## src/rtl/result_demux_1x2_pkg.sv

```systemverilog
// Shared pipeline definitions for the result demux: buffer occupancy states
// and destination select constants.
package result_demux_1x2_pkg;

    typedef enum logic [1:0] {
        EMPTY = 2'd0,
        ONE   = 2'd1,
        FULL  = 2'd2
    } count_e;

    localparam logic SEL_A = 1'b0;
    localparam logic SEL_B = 1'b1;

endpackage

```

## src/rtl/result_demux_1x2_fifo2_buf.sv

```systemverilog
// Two-entry in-order holding buffer of {sel, data} with a registered
// not-full flag so the producer never sees a path from the consumer readys.
module fifo2_buf
    import result_demux_1x2_pkg::*;
#(
    parameter int WIDTH = 32,
    parameter int DEPTH = 2
) (
    input  logic             clk,
    input  logic             rst_n,
    input  logic             i_push,
    input  logic             i_sel,
    input  logic [WIDTH-1:0] i_data,
    input  logic             i_pop,
    output count_e           o_count,
    output logic             o_headSel,
    output logic [WIDTH-1:0] o_headData,
    output logic             o_inReady
);

    count_e           r_count;
    count_e           w_countNext;
    logic             r_inReady;
    logic             r_wrPtr;
    logic             r_rdPtr;
    logic [DEPTH-1:0] r_sel;
    logic [WIDTH-1:0] r_data [DEPTH];
    logic             w_doPush;
    logic             w_doPop;

    // Guard both sides locally so a misbehaving caller cannot corrupt the pointers.
    assign w_doPush = i_push && r_inReady;
    assign w_doPop  = i_pop && (r_count != EMPTY);

    always_comb begin
        w_countNext = r_count;
        case (r_count)
            EMPTY: if (w_doPush) w_countNext = ONE;
            ONE: begin
                if (w_doPush && !w_doPop)      w_countNext = FULL;
                else if (w_doPop && !w_doPush) w_countNext = EMPTY;
            end
            FULL:    if (w_doPop) w_countNext = ONE;
            default: w_countNext = EMPTY;
        endcase
    end

    // Ready is computed from the next count, so it stays low through reset
    // and rises on the first edge after release.
    always_ff @(posedge clk or negedge rst_n) begin
        if (!rst_n) begin
            r_count   <= EMPTY;
            r_inReady <= 1'b0;
            r_wrPtr   <= 1'b0;
            r_rdPtr   <= 1'b0;
            r_sel     <= '0;
            for (int i = 0; i < DEPTH; i++) begin
                r_data[i] <= '0;
            end
        end else begin
            r_count   <= w_countNext;
            r_inReady <= (w_countNext != FULL);
            if (w_doPush) begin
                r_data[r_wrPtr] <= i_data;
                r_sel[r_wrPtr]  <= i_sel;
                r_wrPtr         <= ~r_wrPtr;
            end
            if (w_doPop) begin
                r_rdPtr <= ~r_rdPtr;
            end
        end
    end

    assign o_count    = r_count;
    assign o_headSel  = r_sel[r_rdPtr];
    assign o_headData = r_data[r_rdPtr];
    assign o_inReady  = r_inReady;

endmodule

```

## src/rtl/result_demux_1x2.sv

```systemverilog
// Routes buffered results to port A or B by their select bit, strictly in
// arrival order; a stalled head blocks everything behind it.
module result_demux_1x2
    import result_demux_1x2_pkg::*;
#(
    parameter int WIDTH = 32,
    parameter int DEPTH = 2
) (
    input  logic             clk,
    input  logic             rst_n,
    input  logic             in_valid,
    output logic             in_ready,
    input  logic             in_sel,
    input  logic [WIDTH-1:0] in_data,
    output logic             a_valid,
    input  logic             a_ready,
    output logic [WIDTH-1:0] a_data,
    output logic             b_valid,
    input  logic             b_ready,
    output logic [WIDTH-1:0] b_data
);

    count_e           w_count;
    logic             w_headSel;
    logic [WIDTH-1:0] w_headData;
    logic             w_inReady;
    logic             w_nonEmpty;
    logic             w_push;
    logic             w_pop;
    logic [WIDTH-1:0] w_outData;

    fifo2_buf #(
        .WIDTH (WIDTH),
        .DEPTH (DEPTH)
    ) u_buf (
        .clk        (clk),
        .rst_n      (rst_n),
        .i_push     (w_push),
        .i_sel      (in_sel),
        .i_data     (in_data),
        .i_pop      (w_pop),
        .o_count    (w_count),
        .o_headSel  (w_headSel),
        .o_headData (w_headData),
        .o_inReady  (w_inReady)
    );

    assign w_nonEmpty = (w_count != EMPTY);
    assign w_push     = in_valid && w_inReady;
    assign in_ready   = w_inReady;

    assign a_valid = w_nonEmpty && (w_headSel == SEL_A);
    assign b_valid = w_nonEmpty && (w_headSel == SEL_B);

    // Only the port the head targets can complete the pop.
    assign w_pop = (a_valid && a_ready) || (b_valid && b_ready);

    assign w_outData = w_nonEmpty ? w_headData : '0;
    assign a_data    = w_outData;
    assign b_data    = w_outData;

endmodule

```

## config.mk

```make
export PLATFORM = sky130hd
export DESIGN_NAME = result_demux_1x2
export DESIGN_NICKNAME = d
export VERILOG_FILES = /design/src/rtl/result_demux_1x2_pkg.sv /design/src/rtl/result_demux_1x2_fifo2_buf.sv /design/src/rtl/result_demux_1x2.sv
export SDC_FILE = /design/constraint.sdc
export NUM_CORES = 1
export LEC_CHECK = 0
export ABC_CLOCK_PERIOD_IN_PS = 1850
export CAP_MARGIN = 20
export CORE_MARGIN = 10
export CORE_UTILIZATION = 48
export DETAILED_ROUTE_END_ITERATION = 10
export PLACE_DENSITY_LB_ADDON = 0.12
export SYNTH_ARGS = -nofsm -noshare
export SYNTH_HDL_FRONTEND = slang
export SYNTH_HIERARCHICAL = 1
export SYNTH_SLANG_ARGS = --single-unit
```

## constraint.sdc

```tcl
create_clock -name clk -period 1.85 [get_ports clk]
set_input_delay 0.37 -clock clk [delete_from_list [all_inputs] [get_ports clk]]
set_output_delay 0.37 -clock clk [all_outputs]
set_load 0.01 [all_outputs]
```

==> out/metrics.cfg <==
[drt]
avgRoutedWirePerCell_um = 17.8
wl_met3_um = 433
vias = 2374
ant_nets = 0
drtIter0Drc = 45
drc = 0
top_layer = met4
wl_met2_mm = 4.27
wl_met1_mm = 3.57
drt-total-wl_mm = 8.41
avgViaCountPerCell = 5.02
drt_pass1_iterations = 4

[timing]
finClkSkew_ns = 0.00997
slew_headroom_pct = 74.7
period_needed_ns = 2.09
setup_violations = 68
slew_violations = 0
rsz0062_at_grt = true
finalCritPeriodShare_pct = 113
worst_slack_ns = -0.243
hold_viol = 0
worst_pin_slew_ns = 0.380
fmax_mhz = 478
setup_tns_ns = -10.99

[run]
maxCapViolations = 0

[power]
swShare_pct = 33.6
p_sw_uw = 3650
p_int_uw = 7200
clkPwrFrac_pct = 12.3
p_seq_share_pct = 25.9
p_leak_uw = 0.00254
ir_worst_vdd_v = 0.00122
power_per_cell_area_nw_per_um2 = 2120
combPwrFrac_pct = 61.8

[synthesis]
ys_seq_area_share_pct = 48.5
synth_nets = 307
synth_top_cell_by_area = dfrtp_1
netlist_instances = 269
yosysWarnings = 6
synth_top_cell_area_share_pct = 48.5
ys_seq_elements = 71
synth.area.top_cells = dfrtp_1 (48%), mux2_2 (22%), mux2_4 (12%)
synth_cell_types = 24
yosysMostFrequentCell = dfrtp_1
synth_area_per_cell_um2 = 13.6
async_flop_share_pct = 100
syn_area_um2 = 3660
synthFlopType = dfrtp_1
synth-edff-count = 0
synth_top_cells_by_count = dfrtp_1 (71), mux2_2 (70), buf_4 (32), nor2b_1 (32), mux2_4 (29)

[setup_path]
crit_path_end_kind = output port
critPathMaxFanout = 4
start_kind = register
cp.required_ns = 1.48
critPathArrivalTime_ns = 1.72
r2r_setup_slack_ns = -0.16
rr_worst_depth = 10
path_class = register to output port

[clock_network]
htree_levels = 3
cts_tree = done
clock_path_buffers = 2
cts_buffers = 9
insertion_delay_ns = 0.34
cts_num_sinks = 71
clk_pin_slew_ns = 0.08
cts_root_buf = clkbuf_8
hold_buffers = 0

[finish]
nFillCells = 527
utilization_pct = 69.7
fin_cells = 473
antenna_cells = 0
drive_above_1_share_pct = 60.2
areaGrowthSynthToFinish_pct = 39.4
nets = 408

[place]
pre_cts_ws_ns = -0.162
place_hpwl_mm = 5.65
gp_congestion = 0.721
portBuffers = 104
dp.cells = 444

[die]
core_um2 = 7330
num_rows = 31
die_area_um2 = 11500
start_util_pct = 50.0
die_y_um = 107
fp.dieW_um = 107
io_pins = 105

[global_route]
grt-ovfl-total = 0
grt_pass1_vias = 2570
grt_max_degree = 72
gr-usage-all-layers_pct = 13.9
grt_pass1_wl_mm = 12.9
antenna_found_initial = 0

[outcome]
violations = setup timing
outcome = finished, violations left

[hold_path]
min_path_type = input port to async pin

==> layout make-up <==
class | instances | area [um2] | share of cell area [%]
well taps | 99 | 124 | 2.43
flip-flops and latches | 71 | 1780 | 34.8
clock inverters | 4 | 70.1 | 1.37
repair buffers | 136 | 1290 | 25.3
inverters | 2 | 7.51 | 0.147
clock buffers | 11 | 141 | 2.77
multi-input cells | 150 | 1690 | 33.2
==> critical path, cell delays in order (launching register included) <==
cell	delay, ns
dfrtp_2	0.44
buf_6	0.14
clkbuf_16	0.15
buf_4	0.13
mux2_2	0.27
nor2b_4	0.13
buf_6	0.12
==> metal layers <==
| layer | track usage (%) | vias to the layer above |
|---|---|---|
| met5 | 0 | - |
| met4 | 4.96 | 0 |
| met3 | 5.09 | 13 |
| met2 | 23.5 | 64 |
| met1 | 15.7 | 1214 |
| li1 | - | 1083 |
==> timing repair <==
| action | CTS | global route |
|---|---|---|
| gates resized for setup | 93 | 167 |
| buffers inserted | 5 | 8 |
| cloned | 0 | 2 |
| pin swaps | 2 | 3 |
| endpoints found under the setup margin | 68 | 70 |
==> kinds of logic after synthesis <==
logic type	count (synthesis)	share of synthesized area, %
AO/OA/AOI/OAI	3	0.444
multiplexers	100	33.7
flip-flops	71	48.5
buffers and inverters	48	9.39
AND/OR/NAND/NOR	45	7.55
XOR/XNOR	2	0.478
==> power by group through the flow <==
| stage | clock network, uW | registers, uW | logic (uW) |
|---|---|---|---|
| 2_1_floorplan | 0 | 2670 | 4140 |
| 3_3_place_gp | 0 | 2770 | 6290 |
| 3_5_place_dp | 0 | 2800 | 6360 |
| 4_1_cts | 1370 | 2790 | 6120 |
| 5_1_grt | 1430 | 2900 | 7180 |
| 6_report | 1340 | 2810 | 6700 |
==> stage by stage <==
stage / power, uW / cell area [um2] / hold WS (ns)
final: 10800 / 5110 / 0.0353
after global routing: 11500 / 5110 / 0.0620
after CTS: 10300 / 4910 / 0.0627
after detailed placement: 9160 / 4700 / 0.426
after global placement: 9060 / 4700 / 0.423
after floorplan: 6810 / 3660 / 0.0744
==> cell usage in the layout, fill, tap and decap left out, drive strengths merged <==
cell type,count
or2,1
o22ai,1
mux2,99
dlymetal6s2s,10
a21oi,1
nand4b,1
clkinv,2
nor2,3
inv,2
xnor2,2
nand2,3
o21ai,1
clkdlybuf4s50,37
mux2i,1
clkbuf,44
and2,1
and2b,1
nor2b,32
buf,56
bufinv,2
nand3,1
nand2b,2
dfrtp,71
==> final timing paths <==
path | start | to
worst min-delay path | rst_n | u_buf/r_data[8]$_DFFE_PN0P_
worst max register to register | u_buf/r_rdPtr$_DFFE_PN0P_ | u_buf/o_count[0]$_DFF_PN0_
min in group clk | u_buf/r_data[24]$_DFFE_PN0P_ | u_buf/r_data[24]$_DFFE_PN0P_
worst max-delay path | u_buf/r_rdPtr$_DFFE_PN0P_ | a_data[0]
max in group asynchronous | rst_n | u_buf/r_rdPtr$_DFFE_PN0P_
worst min register to register | u_buf/r_data[24]$_DFFE_PN0P_ | u_buf/r_data[24]$_DFFE_PN0P_
==> state kept, by name (all words and copies together), names as in the netlist <==
signal,cells
u_buf/o_inReady,1
u_buf/r_sel,2
u_buf/r_wrPtr,1
u_buf/o_count,2
u_buf/r_data,64
u_buf/r_rdPtr,1
No activity file was read; power rests on OpenSTA's default activity.
